--- src/rtl/arc4_pkg.sv ---
`default_nettype none
// ============================================================================
//  Module      : arc4_pkg
//  Description : Shared definitions for the ARC4 controller slice. It holds
//                the controller state encoding, the phase codes reported on
//                the phase output, and the requester indices. The requester
//                indices also give the bit order of sub_en/sub_rdy/req_wren
//                and the slice order of req_addr/req_wrdata.
//  Revision    : 1.0  initial release
// ============================================================================
package arc4_pkg;

   typedef enum logic [2:0] {
      ST_IDLE       = 3'd0,
      ST_START_INIT = 3'd1,
      ST_WAIT_INIT  = 3'd2,
      ST_START_KSA  = 3'd3,
      ST_WAIT_KSA   = 3'd4,
      ST_START_PRGA = 3'd5,
      ST_WAIT_PRGA  = 3'd6
   } state_t;

   localparam logic [1:0] PH_IDLE = 2'd0;
   localparam logic [1:0] PH_INIT = 2'd1;
   localparam logic [1:0] PH_KSA  = 2'd2;
   localparam logic [1:0] PH_PRGA = 2'd3;

   localparam int REQ_INIT = 0;
   localparam int REQ_KSA  = 1;
   localparam int REQ_PRGA = 2;
   localparam int NUM_REQ  = 3;

   // Phase reported for a state. The START and WAIT states of a sub-block
   // share that sub-block's phase.
   function automatic logic [1:0] phase_of(input state_t s);
      case (s)
         ST_START_INIT, ST_WAIT_INIT: phase_of = PH_INIT;
         ST_START_KSA,  ST_WAIT_KSA:  phase_of = PH_KSA;
         ST_START_PRGA, ST_WAIT_PRGA: phase_of = PH_PRGA;
         default:                     phase_of = PH_IDLE;
      endcase
   endfunction

   function automatic logic is_wait(input state_t s);
      is_wait = (s == ST_WAIT_INIT) || (s == ST_WAIT_KSA) || (s == ST_WAIT_PRGA);
   endfunction

endpackage
`default_nettype wire

--- src/rtl/arc4_ctrl_s_mem_mux.sv ---
`default_nettype none
// ============================================================================
//  Module      : s_mem_mux
//  Description : Routes one of three requesters onto the single S-memory
//                port. Purely combinational.
//  Ports       : sel        - phase code (0 idle, 1 init, 2 ksa, 3 prga)
//                req_addr   - 3 packed addresses, slice i = [i*ADDR_W +: ADDR_W]
//                req_wrdata - 3 packed write data words, same slicing
//                req_wren   - per-requester write enables
//                s_addr, s_wrdata, s_wren - S-memory port
//  Revision    : 1.0  initial release
// ============================================================================
module s_mem_mux #(
   parameter int ADDR_W = 8,
   parameter int DATA_W = 8
) (
   input  logic [1:0]          sel,
   input  logic [3*ADDR_W-1:0] req_addr,
   input  logic [3*DATA_W-1:0] req_wrdata,
   input  logic [2:0]          req_wren,
   output logic [ADDR_W-1:0]   s_addr,
   output logic [DATA_W-1:0]   s_wrdata,
   output logic                s_wren
);
   import arc4_pkg::*;

   // Only the selected requester's write enable is looked at, so an idle
   // sub-block can never write the shared memory. In idle everything is 0.
   always_comb begin
      s_addr   = '0;
      s_wrdata = '0;
      s_wren   = 1'b0;
      case (sel)
         PH_INIT: begin
            s_addr   = req_addr[REQ_INIT*ADDR_W +: ADDR_W];
            s_wrdata = req_wrdata[REQ_INIT*DATA_W +: DATA_W];
            s_wren   = req_wren[REQ_INIT];
         end
         PH_KSA: begin
            s_addr   = req_addr[REQ_KSA*ADDR_W +: ADDR_W];
            s_wrdata = req_wrdata[REQ_KSA*DATA_W +: DATA_W];
            s_wren   = req_wren[REQ_KSA];
         end
         PH_PRGA: begin
            s_addr   = req_addr[REQ_PRGA*ADDR_W +: ADDR_W];
            s_wrdata = req_wrdata[REQ_PRGA*DATA_W +: DATA_W];
            s_wren   = req_wren[REQ_PRGA];
         end
         default: begin
            s_addr   = '0;
            s_wrdata = '0;
            s_wren   = 1'b0;
         end
      endcase
   end

endmodule
`default_nettype wire

--- src/rtl/arc4_ctrl.sv ---
`default_nettype none
// ============================================================================
//  Module      : arc4_ctrl
//  Description : Sequences the ARC4 sub-blocks init -> ksa -> prga and
//                grants the shared single-port S memory to the active one.
//  Ports       : clk, rst    - clock, synchronous active-high reset
//                en / rdy    - start request / controller idle
//                done        - one-cycle pulse when prga finishes
//                phase       - 0 idle, 1 init, 2 ksa, 3 prga
//                sub_en      - registered start pulses (bit0 init, 1 ksa, 2 prga)
//                sub_rdy     - sub-block ready, same bit order
//                req_*       - per-requester S-memory requests
//                s_*         - S-memory port
//  Revision    : 1.0  initial release
// ============================================================================
module arc4_ctrl #(
   parameter int ADDR_W = 8,
   parameter int DATA_W = 8
) (
   input  logic                clk,
   input  logic                rst,
   input  logic                en,
   output logic                rdy,
   output logic                done,
   output logic [1:0]          phase,
   output logic [2:0]          sub_en,
   input  logic [2:0]          sub_rdy,
   input  logic [3*ADDR_W-1:0] req_addr,
   input  logic [3*DATA_W-1:0] req_wrdata,
   input  logic [2:0]          req_wren,
   output logic [ADDR_W-1:0]   s_addr,
   output logic [DATA_W-1:0]   s_wrdata,
   output logic                s_wren
);
   import arc4_pkg::*;

   state_t     state;
   state_t     next_state;
   logic       wait_first;
   logic       wait_first_d;
   logic [2:0] sub_en_d;
   logic       done_d;

   // State register plus the registered outputs.
   always_ff @(posedge clk) begin
      if (rst) begin
         state      <= ST_IDLE;
         sub_en     <= 3'b000;
         done       <= 1'b0;
         wait_first <= 1'b0;
      end else begin
         state      <= next_state;
         sub_en     <= sub_en_d;
         done       <= done_d;
         wait_first <= wait_first_d;
      end
   end

   // Next-state logic. A START state leaves once its pulse has been on
   // sub_en for a cycle; a WAIT state ignores sub_rdy in its first cycle
   // because a sub-block may not have dropped ready yet.
   always_comb begin
      next_state = state;
      case (state)
         ST_IDLE:       if (en)                                  next_state = ST_START_INIT;
         ST_START_INIT: if (sub_en[REQ_INIT])                    next_state = ST_WAIT_INIT;
         ST_WAIT_INIT:  if (!wait_first && sub_rdy[REQ_INIT])    next_state = ST_START_KSA;
         ST_START_KSA:  if (sub_en[REQ_KSA])                     next_state = ST_WAIT_KSA;
         ST_WAIT_KSA:   if (!wait_first && sub_rdy[REQ_KSA])     next_state = ST_START_PRGA;
         ST_START_PRGA: if (sub_en[REQ_PRGA])                    next_state = ST_WAIT_PRGA;
         ST_WAIT_PRGA:  if (!wait_first && sub_rdy[REQ_PRGA])    next_state = ST_IDLE;
         default:                                                next_state = ST_IDLE;
      endcase
   end

   // Outputs. sub_en is issued from the register so the pulse lands in the
   // first START cycle in which the sub-block was seen ready; the START
   // state then leaves, which limits the pulse to exactly one cycle.
   always_comb begin
      rdy          = (state == ST_IDLE);
      phase        = phase_of(state);
      sub_en_d     = 3'b000;
      sub_en_d[REQ_INIT] = (next_state == ST_START_INIT) && sub_rdy[REQ_INIT];
      sub_en_d[REQ_KSA]  = (next_state == ST_START_KSA)  && sub_rdy[REQ_KSA];
      sub_en_d[REQ_PRGA] = (next_state == ST_START_PRGA) && sub_rdy[REQ_PRGA];
      done_d       = (state == ST_WAIT_PRGA) && (next_state == ST_IDLE);
      wait_first_d = is_wait(next_state) && (next_state != state);
   end

   s_mem_mux #(
      .ADDR_W (ADDR_W),
      .DATA_W (DATA_W)
   ) u_s_mem_mux (
      .sel        (phase),
      .req_addr   (req_addr),
      .req_wrdata (req_wrdata),
      .req_wren   (req_wren),
      .s_addr     (s_addr),
      .s_wrdata   (s_wrdata),
      .s_wren     (s_wren)
   );

endmodule
`default_nettype wire
--- config.mk ---
export PLATFORM = sky130hd
export DESIGN_NAME = arc4_ctrl
export DESIGN_NICKNAME = d
export VERILOG_FILES = /design/src/rtl/arc4_pkg.sv /design/src/rtl/arc4_ctrl_s_mem_mux.sv /design/src/rtl/arc4_ctrl.sv
export SDC_FILE = /design/constraint.sdc
export NUM_CORES = 1
export LEC_CHECK = 0
export ABC_AREA = 1
export BUFFER_PORTS_ARGS = -buffer_cell sky130_fd_sc_hd__buf_4
export CAP_MARGIN = 20
export CORE_MARGIN = 2
export CORE_UTILIZATION = 35
export DETAILED_ROUTE_END_ITERATION = 10
export PLACE_DENSITY = 0.89
export SYNTH_ARGS = -nofsm -noshare
export SYNTH_HDL_FRONTEND = slang
export SYNTH_SLANG_ARGS = --single-unit
--- constraint.sdc ---
create_clock -name clk -period 2 [get_ports clk]
set_input_delay 0.5 -clock clk [delete_from_list [all_inputs] [get_ports clk]]
set_output_delay 0.5 -clock clk [all_outputs]
set_load 0.02 [all_outputs]
==> results.tsv <==
stage	metric	value	unit
outcome	status	finished clean	
drt	drcViolationCount	0	
clock_network	clkLatencyLatePin	260	ps
clock_network	cts_setup_buffers	0	
yosys	synth_top_area_cell	nand2_1	
die	die-area	2737	sq um
clock_network	clockBufferDepth	2	
yosys	synth_edf_count	0	
yosys	synth_top_area_share	30.78	%
grt	grt_max_degree	19	
yosys	syn-cell-area	817.0	sq um
clock_network	clk_pin_slew	50	ps
clock_network	cts_buffers	3	
setup_path	crit_chain	inv_4 -> nand3_2 -> nand2_8 -> nand2_1 -> nand3_1 -> buf_4	
final_layout	utilization	69.12	%
drt	vias_per_cell	4.962	
grt	globalRouteTotalUtil	21.28	%
clock_network	clock-root-buffer	clkbuf_4	
timing	timing.final.crit_share	95.73	%
yosys	ys_ff_latch	8	
timing	drv_slew	0	
power	power_density	407.2	nW/um^2
drt	routedWlPerCell	12.29	um
placement	portBuffers	80	
grt	grt_pass1_wl	4505	um
setup_path	critPathArrivalTime	1410	ps
drt	wirelength	3219	um
die	core	2212	sq um
setup_path	start_kind	flip-flop	
drt	antenna_left	0	
setup_path	critPathKind	reg2out	
grt	grt_overflow	0	
drt	vias	1300	
clock_network	cts_tree	yes	
yosys	synth_nets	208	
yosys	ys.flop_type	dfxtp_1	
yosys	ys_top_cells_by_count	67 x nand2_1, 26 x nand3_1, 11 x inv_1, 10 x nor2_1, 8 x dfxtp_1	
timing	worst_slew_pin_slew	216.0	ps
die	start_util	36.93	%
setup_path	crit_fanout	17	
die	std_cell_rows	17	
timing	setup_violations	0	
power	total_power	0.6225	mW
setup_path	crit_family	simple AND/OR/NAND/NOR gates	
drt	dr.pass1.iters	5	
flow_run	max_cap_violations	0	
yosys	synthesis.instances	151	
final_layout	n_antenna_cell	0	
grt	antenna_found_initial	0	
placement	dpl.hpwl	2375	um
timing	fmaxAchievable	0.5223	GHz
placement	gp_congestion	0.9022	
power	ir_drop	432.6	uV
yosys	post-synth-top-count-cell	nand2_1	
clock_network	htreeDepth	1	
yosys	synth_area_per_cell	5.411	sq um
final_layout	drive_gt1_share	48.29	%
yosys	ys.warnings.count	0	
setup_path	cp_num_buf_inv	2	
timing	min_period	1915	ps
die	pin_count	81	
clock_network	clock-sinks	8	
die	die_w	52.32	um
setup_path	end_kind	output port	
die	fp.dieH	52.32	um
final_layout	fin_nets	293	
yosys	synth.top_cells.by_area	nand2_1 31%, dfxtp_1 20%, nand3_1 16%	
yosys	yosysUniqueCellTypes	18	
power	p_leak	0.8438	nW
yosys	seq_area_frac_synth	19.60	%
timing	slew_headroom	85.60	%
timing	finalHoldViolations	0	
setup_path	cp.required	1500	ps
setup_path	cp_slowest_cell	dfxtp_2	
yosys	async_flop_share	0	%
grt	grt_pass1_vias	1112	
final_layout	synthToLayoutAreaGrowth	87.14	%
drt	drt_iter0_drc	24	
setup_path	cpPeakStageDelay	440	ps
timing	finClkSkew	2.687	ps
worst_hold_path	min_path_type	in2reg	
[power breakdown]
part           internal, mW  switching, mW
Sequential            0.166         0.0106
Combinational         0.160          0.164
Clock                0.0686         0.0540
Total                 0.394          0.229
[per-stage QoR]
stage | hold slack (ps) | cell area, sq um | TNS [ps] | worst slack [ps] | std cells
after floorplan | 526.3 | 817.0 | 0 | 311.5 | 151
after global placement | 574.2 | 1433 | 0 | 161.7 | 256
after detailed placement | 580.5 | 1433 | 0 | 122.6 | 256
after CTS | 431.2 | 1469 | 0 | 4.980 | 259
after global routing | 439.2 | 1529 | -9.006 | -8.524 | 262
final | 433.9 | 1529 | 0 | 85.48 | 262
[placed cells by master (no fill, tap or decap)]
master    Yosys  routed
dfxtp_4       0       2
dfxtp_1       8       5
nor2_4        1       1
nand2_1      67      65
o21ai_1       1       1
nor3_1        2       2
inv_2         4       4
nand3_4       1       1
nand2_8       0       1
nor2_1       10       9
dfxtp_2       0       1
nand4_1       2       2
nor2_2        4       5
nand3_2       3       4
buf_4         3      81
nand2_2       5       5
clkbuf_4      0       3
inv_4         1       1
inv_1        11      11
nand2_4       0       4
nand3_1      26      25
a21oi_1       1       1
[worst register-to-register path: stages (launching register included)]
cell and delay (ps):
dfxtp_4 370, inv_2 110, nand3_2 150, buf_4 200
nor2_4 100, nor2_2 50, nand2_2 120, inv_2 40
nand2_1 60, nor2_1 40
[path summary, 6_finish.rpt]
check | from | end | slack, ps | cells past startpoint
min | rst | sub_en[0] | 430 | 2
max reg2reg | state[0] | sub_en[2] | 660 | 9
max | state[2] | s_addr[1] | 90 | 6
min reg2reg | wait_first | state[0] | 590 | 3
[flip-flops by register name, indices dropped and copies added, names as in the netlist]
register    cells
state           3
sub_en          3
done            1
wait_first      1
[cell families after synthesis]
family / after synthesis / synth area share [%]
compound gates: 2 / 1.224
simple gates: 121 / 68.15
buf+inv: 20 / 11.03
flops: 8 / 19.60
[timing repair]
action,in CTS,in global routing
endpoints found under the hold margin,0,0
gates resized for setup,5,10
pin swaps,0,2
cloned,0,3
endpoints found under the setup margin,18,18
hold buffers,0,0
[layout make-up]
class	instances	area (sq um)
tap	28	35.03
timing repair buffer	81	608.1
clock buffer	3	22.52
multi-input combinational	126	631.9
inverter	16	62.56
sequential	8	168.9
fill	214	683.2
[metal layers]
metal	up-vias	GRT usage (%)	routed length (um)
met3	7	6.857	395
met2	67	38.54	1633
met4	0	9.402	43
met1	579	22.03	1147
li1	647	-	-
met5	-	0	0
No activity file was read; power rests on OpenSTA's default activity.
